==> config.mk <==
export PLATFORM = sky130hd
export DESIGN_NAME = pipeline_stall_ctrl
export DESIGN_NICKNAME = d
export VERILOG_FILES = /design/src/rtl/pipeline_stall_ctrl_pkg.sv /design/src/rtl/pipeline_stall_ctrl_load_use.sv /design/src/rtl/pipeline_stall_ctrl.sv
export SDC_FILE = /design/constraint.sdc
export NUM_CORES = 1
export LEC_CHECK = 0
export BUFFER_PORTS_ARGS = -buffer_cell sky130_fd_sc_hd__buf_2
export CAP_MARGIN = 20
export CELL_PAD_IN_SITES_DETAIL_PLACEMENT = 1
export CELL_PAD_IN_SITES_GLOBAL_PLACEMENT = 1
export CORE_MARGIN = 5
export CORE_UTILIZATION = 33
export CTS_CLUSTER_SIZE = 16
export DETAILED_ROUTE_END_ITERATION = 7
export PLACE_DENSITY = 0.73
export SYNTH_ARGS = -nofsm -noshare
export SYNTH_HDL_FRONTEND = slang
export SYNTH_HIERARCHICAL = 1
export SYNTH_SLANG_ARGS = --single-unit
==> constraint.sdc <==
create_clock -name CLK -period 2.6 [get_ports CLK]
set_clock_uncertainty 0.15 [all_clocks]
set_input_delay 0.39 -clock CLK [delete_from_list [all_inputs] [get_ports CLK]]
set_output_delay 0.39 -clock CLK [all_outputs]
set_load 0.1 [all_outputs]
==> src/rtl/pipeline_stall_ctrl_pkg.sv <==
// Shared types for the pipeline sequencer: register-index type and controller states.
package pipeline_stall_ctrl_pkg;

  localparam int REG_BITS = 5;

  typedef logic [REG_BITS-1:0] regbits_t;

  typedef enum logic [1:0] {
    RUN   = 2'd0,
    DWAIT = 2'd1,
    HALT  = 2'd2
  } ctrl_state_t;

endpackage

==> src/rtl/pipeline_stall_ctrl_load_use.sv <==
// Load-use hazard detect: the ID_EX load writes a register the IF_ID instruction reads.
// Purely combinational; register 0 never creates a dependency.
module load_use_detect
  import pipeline_stall_ctrl_pkg::*;
#(
  parameter int REG_W = REG_BITS
) (
  input  logic             memtoreg_ex,
  input  logic [REG_W-1:0] rd_ex,
  input  logic [REG_W-1:0] rs_id,
  input  logic [REG_W-1:0] rt_id,
  input  logic             uses_rt_id,
  output logic             lu
);

  always_comb begin
    lu = memtoreg_ex && (rd_ex != '0) &&
         ((rd_ex == rs_id) || (uses_rt_id && (rd_ex == rt_id)));
  end

endmodule

==> src/rtl/pipeline_stall_ctrl.sv <==
// Central stall/flush sequencer for the four pipeline latches of the 5-stage core.
// Mealy outputs from state + current inputs; data access has priority on the shared memory port.
module pipeline_stall_ctrl
  import pipeline_stall_ctrl_pkg::*;
#(
  parameter int REG_W = REG_BITS,
  parameter int CNT_W = 32
) (
  input  logic             CLK,
  input  logic             RST,
  input  logic             ihit,
  input  logic             dhit,
  input  logic             dmem_req_mem,
  input  logic             halt_mem,
  input  logic             memtoreg_ex,
  input  logic [REG_W-1:0] rd_ex,
  input  logic [REG_W-1:0] rs_id,
  input  logic [REG_W-1:0] rt_id,
  input  logic             uses_rt_id,
  input  logic             branch_taken,
  output logic             pc_en,
  output logic             ifid_en,
  output logic             idex_en,
  output logic             exmem_en,
  output logic             memwb_en,
  output logic             ifid_flush,
  output logic             idex_flush,
  output logic             iREN,
  output logic             halted,
  output logic [CNT_W-1:0] stall_count
);

  ctrl_state_t state;
  logic        lu;
  logic        adv;
  logic        hold;
  logic        stall_inc;

  load_use_detect #(.REG_W(REG_W)) u_lu (
    .memtoreg_ex (memtoreg_ex),
    .rd_ex       (rd_ex),
    .rs_id       (rs_id),
    .rt_id       (rt_id),
    .uses_rt_id  (uses_rt_id),
    .lu          (lu)
  );

  always_comb begin
    adv        = 1'b0;
    hold       = 1'b0;
    stall_inc  = 1'b0;
    pc_en      = 1'b0;
    ifid_en    = 1'b0;
    idex_en    = 1'b0;
    exmem_en   = 1'b0;
    memwb_en   = 1'b0;
    ifid_flush = 1'b0;
    idex_flush = 1'b0;
    iREN       = 1'b0;
    halted     = 1'b0;
    if (!RST) begin
      unique case (state)
        RUN:     adv = dmem_req_mem ? dhit : ihit;
        DWAIT:   adv = dhit;
        default: adv = 1'b0;
      endcase
      // A taken branch squashes the load-use consumer, so there is nothing to hold.
      hold       = lu && !branch_taken;
      pc_en      = adv && !hold;
      ifid_en    = adv && !hold;
      idex_en    = adv;
      exmem_en   = adv;
      memwb_en   = adv;
      ifid_flush = adv && branch_taken;
      idex_flush = adv && (branch_taken || lu);
      iREN       = (state == RUN) && !dmem_req_mem;
      halted     = (state == HALT);
      stall_inc  = (state != HALT) && (!adv || hold);
    end
  end

  always_ff @(posedge CLK) begin
    if (RST) begin
      state       <= RUN;
      stall_count <= '0;
    end else begin
      unique case (state)
        RUN: begin
          if (halt_mem && adv)             state <= HALT;
          else if (dmem_req_mem && !dhit)  state <= DWAIT;
        end
        DWAIT: begin
          if (halt_mem && adv)             state <= HALT;
          else if (dhit)                   state <= RUN;
        end
        default:                           state <= HALT;
      endcase
      if (stall_inc && (stall_count != '1)) begin
        stall_count <= stall_count + 1'b1;
      end
    end
  end

endmodule

==> metrics.txt, run 1 <==
internal reg-to-reg setup slack=300 ps; latest clock arrival within the worst-skew pair=290 ps; family with the most delay on the worst path=simple AND/OR/NAND/NOR gates; HPWL after detailed placement=5.03 mm; fin crit period=2500 ps; Vias=2175; Filler cells=731; pin count of the biggest net entering global routing=30; Gate Count Post-Synth=237; GRT Total Usage=16.8%; Pleak=0.00113 uW; antenna violations before repair=0; sequential-to-total area share from yosys stat=33.2%; worst r2r path cells=5; cts hold-fix bufs=0; crit start category=input port; Max Fclk=400 MHz; Syn Area/Cell=8.64 sq um; chip height=88.8 microns; drt initial violations=82; average wire per standard cell=16.8 microns; total grt overflow=0; Cell variety after synth=55; Fin Setup TNS=0 ps; Crit path arrival time=1960 ps; endpoints failing setup=0; max capacitance violation total=0; FP Rows=28; IO buf count=64; Placeable Area=5990 sq um; Top FF cell, synth=dfxtp_1; Post-synth EDFFs=0; CTS tree=yes; CTS root buffer=clkbuf_8; antenna-violating nets left=0; Synth Cell Area=2050 sq um; Slew HR=63.4%; Overall Power=1270 uW; Final nets=341; CP startpoint=rd_ex[2]; Synth async-reset ratio=0%; die width=88.8 microns; Worst-path clk slew=80 ps; r2r startpoint=state[1]; CTS buffer count=5; vias in the first global route=2246; RSZ-0062 raised after global routing=no; CP endpoint kind=output port; vias per inst=5.55; first-pass GRT wire length=10.4 mm; maximum vdd drop=0.000332 V; fin crit share=96.2%; Initial Utilization=34.2%; routability cong.=0.812; register bit total from synthesis=34; PwrDens=438 nW/um^2; Final Slew Violations=0; final-report hold violation count=0; WS Path Type=input port to output port; remaining routing DRC violations=0; # IOs=65; max incr delay on CP=530 ps; CP max FO=3; Area Growth Syn to Fin=41.5%; most used cell, CP=buf_4; CP Depth=9; cell chain of the critical path=buf_2, or4_4, o21ai_2, a21oi_2, nor2b_4, buf_4, nor4_4, buf_4, buf_12; FF-to-FF End=stall_count[7]; n_diodes=0; Req. time, crit path=2060 ps; CTS Sinks=34; CP max-delay cell=or4_4; Tightest Pin Transition=548 ps; final WL=6.58 mm; post-synth net total=262; CTS Buffer Depth=2; H-tree levels=2; Buf+Inv Stages, Crit Path=4; die area=7880 sq um; Worst Setup EP=ifid_en; worst hold path class=input port to flip-flop; Syn. warnings=6; layout cell share with drive strength beyond 1=49.8%; 1st-pass router iterations=4; status=finished, final reports clean
## where the power goes
group | total (uW) | leakage, uW | internal (uW) | switching (uW)
clock | 472 | 0.0000575 | 268 | 204
combinational | 264 | 0.000781 | 97.2 | 167
sequential | 534 | 0.000289 | 525 | 9.40
## sequential cells by signal, summed over array words and instances (netlist names)
name         count
state            2
stall_count     32
## synth_stat cells, types with 2 or more instances
cell,instances,area (sq um)
buf_2,2,10.0
nor2b_1,7,43.8
o41ai_1,3,26.3
o31ai_1,7,52.6
and2_1,3,18.8
nand2_1,13,48.8
o311ai_0,3,26.3
inv_1,5,18.8
clkbuf_1,4,15.0
or3_1,11,68.8
mux2_2,5,56.3
nand3_1,11,55.1
buf_4,5,37.5
o21ai_0,13,65.1
nand4_4,2,42.5
nor4_2,2,25.0
nor2_1,18,67.6
xor2_1,8,70.1
or4_1,7,52.6
nand4_1,10,62.6
a21oi_1,20,100
or2_2,2,12.5
nor4_1,7,43.8
nor3_1,2,10.0
dfxtp_1,34,681
xnor2_1,4,35.0
## cell usage in the layout, fill, tap and decap left out, drive strengths merged, types with 4 or more instances in the layout
cell type  synthesis  layout
xor2               8       8
o31ai              7       7
nor2b              7       7
xnor2              4       4
nor2              19      19
nand3             11      11
or4                8       8
clkbuf             4       8
o21ai             14      14
dfxtp             34      34
a21oi             20      20
mux2               6       6
inv                5       5
nor4              10      10
buf                8      84
or3               12      12
nand4             13      13
nand2             14      14
## timing repair
| action | 4_1_cts | 5_1_grt |
|---|---|---|
| buffers inserted | 0 | 0 |
| pin swaps | 1 | 3 |
| endpoints found under the setup margin | 9 | 15 |
| gates resized for setup | 2 | 8 |
## stage by stage
stage | instance area, sq um | setup slack, ps | hold WS, ps | util [%] | instances
5_1_grt | 2900 | 21.5 | 126 | 48.4 | 392
4_1_cts | 2850 | 7.05 | 114 | 47.6 | 392
3_3_place_gp | 2740 | -234 | 318 | 45.7 | 384
6_report | 2900 | 98.6 | 116 | 48.4 | 392
3_5_place_dp | 2740 | -379 | 330 | 45.7 | 384
2_1_floorplan | 2170 | -584 | 317 | - | 237
## how the worst min path moves through the flow
stage                          startpoint               to  slack, ps  cells after the start
after floorplan                      dhit         state[0]        320                      1
after global placement    stall_count[31]  stall_count[31]        320                      2
after detailed placement  stall_count[31]  stall_count[31]        330                      2
after CTS                            dhit         state[0]        110                      2
after global routing                 dhit         state[0]        130                      2
final                                dhit         state[0]        120                      2
## worst register-to-register path: stages (launching register included)
cell,delay [ps]
dfxtp_1,450
nor2b_1,260
nor2_1,460
nand2_4,180
nor4_1,320
mux2_2,360
## kinds of logic (layout without fill, tap and decap cells)
logic type | Yosys count | after routing | synth area share (%)
adders and majority gates | 1 | 1 | 0.611
and+or+nand+nor | 111 | 111 | 35.1
buffers and inverters | 17 | 97 | 4.52
xor gates and xnor gates | 12 | 12 | 5.13
AOI/OAI and AO/OA | 55 | 55 | 17.7
muxes | 7 | 7 | 3.79
DFF | 34 | 34 | 33.2
## layout make-up
cell class,count,area [sq um],share of cell area (%)
flip-flops and latches,34,716,24.7
repair buffers,84,576,19.9
clock buffers,8,110,3.80
inverters,5,18.8,0.647
multi-input cells,186,1390,47.8
well taps,75,93.8,3.24
## routing by layer
layer	vias up	share of wire [%]	global-route usage [%]
met4	0	0.94	4.26
met3	7	4.7	3.17
met2	45	53	30.8
met5	-	0	0
li1	1053	-	-
met1	1070	42	19.8
Power figures use the tool's default switching activity.
==> run 2, diff against run 1 <==
--- a/config.mk
+++ b/config.mk
@@ -5,7 +5,7 @@
 export SDC_FILE = /design/constraint.sdc
 export NUM_CORES = 1
 export LEC_CHECK = 0
-export BUFFER_PORTS_ARGS = -buffer_cell sky130_fd_sc_hd__buf_2
+export BUFFER_PORTS_ARGS = -buffer_cell sky130_fd_sc_hd__buf_4
 export CAP_MARGIN = 20
 export CELL_PAD_IN_SITES_DETAIL_PLACEMENT = 1
 export CELL_PAD_IN_SITES_GLOBAL_PLACEMENT = 1
==> constraint.sdc (replaced) <==
create_clock -name CLK -period 2.6 [get_ports CLK]
set_clock_uncertainty 0.15 [all_clocks]
set_input_delay 0.52 -clock CLK [delete_from_list [all_inputs] [get_ports CLK]]
set_output_delay 0.52 -clock CLK [all_outputs]
set_load 0.1 [all_outputs]
==> metrics.txt, run 2 (synthesis gave the netlist of run 1 again) <==
family with the most delay on the worst path=simple AND/OR/NAND/NOR gates; routability cong.=0.809 (-0.37%); total grt overflow=0 (unchanged); DR WL met3=239 microns (-23%); Area Growth Syn to Fin=49.2%; CP endpoint kind=output port; cts hold-fix bufs=0 (unchanged); antenna violations before repair=0 (unchanged); r2r startpoint=stall_count[0]; dpl ws=-435 ps (-56.3 ps); vias per inst=5.45 (-1.9%); Most flops, register=stall_count; CP max-delay cell=or4_4; die area=7880 sq um (unchanged); commonest non-fill, non-tap cell in the layout=buf_4; Final Slew Violations=0 (unchanged); Filler cells=686 (-6.2%); CTS Sinks=34 (unchanged); remaining routing DRC violations=0 (unchanged); final WL=6.44 mm (-2.2%); CP startpoint=rd_ex[1]; max FFs per register=32 (unchanged); H-tree levels=2 (unchanged); Final Worst Setup Slack=-37.6 ps (-136 ps); worst hold path class=input port to flip-flop; # IOs=65 (unchanged); FP Rows=28 (unchanged); CTS buffer count=5 (unchanged); n_diodes=0 (unchanged); 1st-pass router iterations=4 (unchanged); Vias=2129 (-2.1%); Pleak=0.00113 uW (about the same); crit start category=input port; commonest non-fill, non-tap cells in the layout=buf_4 (69), dfxtp_2 (29), a21oi_1 (17), nor2_1 (17), o21ai_0 (13); Initial Utilization=34.2% (unchanged); fin crit period=2640 ps (+136 ps); maximum vdd drop=0.000344 V (+3.6%); area of the multi-input gates=1450 sq um (+4.9%); Req. time, crit path=1930 ps (-130 ps); cell chain of the critical path=buf_8, or4_4, o21ai_2, a21oi_2, nor2b_4, nor4_4, buf_6; placed cell count=380 (-1.0%); Worst-path clk slew=70 ps (about the same); Top Layer Used=met4; Slew HR=64.7% (+1.4 points); Final nets=340 (-0.29%); average wire per standard cell=16.5 microns (-2.0%); Regs by FF count=stall_count x32, state x2; chip height=88.8 microns (unchanged); Buf+Inv Stages, Crit Path=2 (-2); failing checks=negative setup slack; Met1 Wirelength=2.88 mm (+4.8%); drt initial violations=94 (+15%); CTS root buffer=clkbuf_8; fin crit share=101% (+5.2 points); final core occ=51.0% (+2.6 points); CTS tree=yes; layout cell share with drive strength beyond 1=52.5% (+2.7 points); PwrDens=397 nW/um^2 (-9.4%); final-report hold violation count=0 (unchanged); Fin Setup TNS=-71.5 ps (-71.5 ps); status=complete, but fails checks; CP max FO=3 (unchanged); Placeable Area=5990 sq um (unchanged); latest clock arrival within the worst-skew pair=280 ps (about the same); HPWL after detailed placement=4.86 mm (-3.2%); GRT Total Usage=17.0% (+0.19 points); Tightest Pin Transition=527 ps (-20.4 ps); Max Fclk=379 MHz (-5.2%); max capacitance violation total=0 (unchanged); max incr delay on CP=520 ps (about the same); antenna-violating nets left=0 (unchanged); pin count of the biggest net entering global routing=23 (-23%); die width=88.8 microns (unchanged); endpoints failing setup=2 (+2); IO buf count=64 (unchanged); min-delay src=dhit; Met2 Routed Length=3.28 mm (-5.1%); final cell count without fillers=391 (-0.26%); internal reg-to-reg setup slack=370 ps (+70 ps); CTS Buffer Depth=2 (unchanged); vias in the first global route=2189 (-2.5%); RSZ-0062 raised after global routing=yes; register area=717 sq um (+0.17%); first-pass GRT wire length=10.7 mm (+2.0%); Crit path arrival time=1970 ps (about the same); WS Path Type=input port to output port
==> run 2: cell count changes in the layout (fill, tap and decap cells not counted), moves of 2 or more <==
cell,before,now
buf_2,57,0
buf_4,20,69
buf_6,0,12
buf_12,7,0
nor4_1,4,1
buf_8,0,2
clkbuf_8,8,6
nor4_2,3,5
o311ai_0,3,1
==> run 2: area by class of cell <==
class | count | share of cell area, %
sequential | 34 | 23.5
multi-input combinational | 186 | 47.5
tap | 75 | 3.07
clock inverter | 1 | 0.164
clock buffer | 7 | 2.82
timing repair buffer | 83 | 22.3
inverter | 5 | 0.614
==> run 2: repair_timing <==
item,4_1_cts,5_1_grt
buffers inserted,2,1
resized for setup,10,26
pin swaps,2,12
cloned,0,0
endpoints found under the setup margin,25,33
==> run 2: path summary, 6_finish.rpt <==
| check | endpoint | depth (start not counted) |
|---|---|---|
| max | pc_en | 7 |
| min | state[0] | 2 |
| max reg2reg | stall_count[25] | 6 |
| min reg2reg | stall_count[6] | 1 |
==> run 2: metrics by stage <==
step	area, sq um	hold slack, ps	total power [uW]
2_1_floorplan	2190	389	715
3_3_place_gp	2780	324	785
3_5_place_dp	2780	334	789
4_1_cts	2930	254	1210
5_1_grt	3060	238	1270
6_report	3060	248	1210
==> run 2: per-layer routing <==
metal | global-route usage [%] | vias up
met4 | 2.47 | 0
met1 | 22.1 | 1039
met5 | 0 | -
met2 | 29.5 | 33
li1 | - | 1053
met3 | 3.35 | 4
==> run 2: power breakdown <==
part | leakage [uW] | internal (uW) | total, uW | switching, uW
registers | 0.000289 | 525 | 534 | 9.23
clock network | 0.0000482 | 214 | 412 | 198
logic | 0.000790 | 101 | 267 | 166
total | 0.00113 | 840 | 1210 | 373
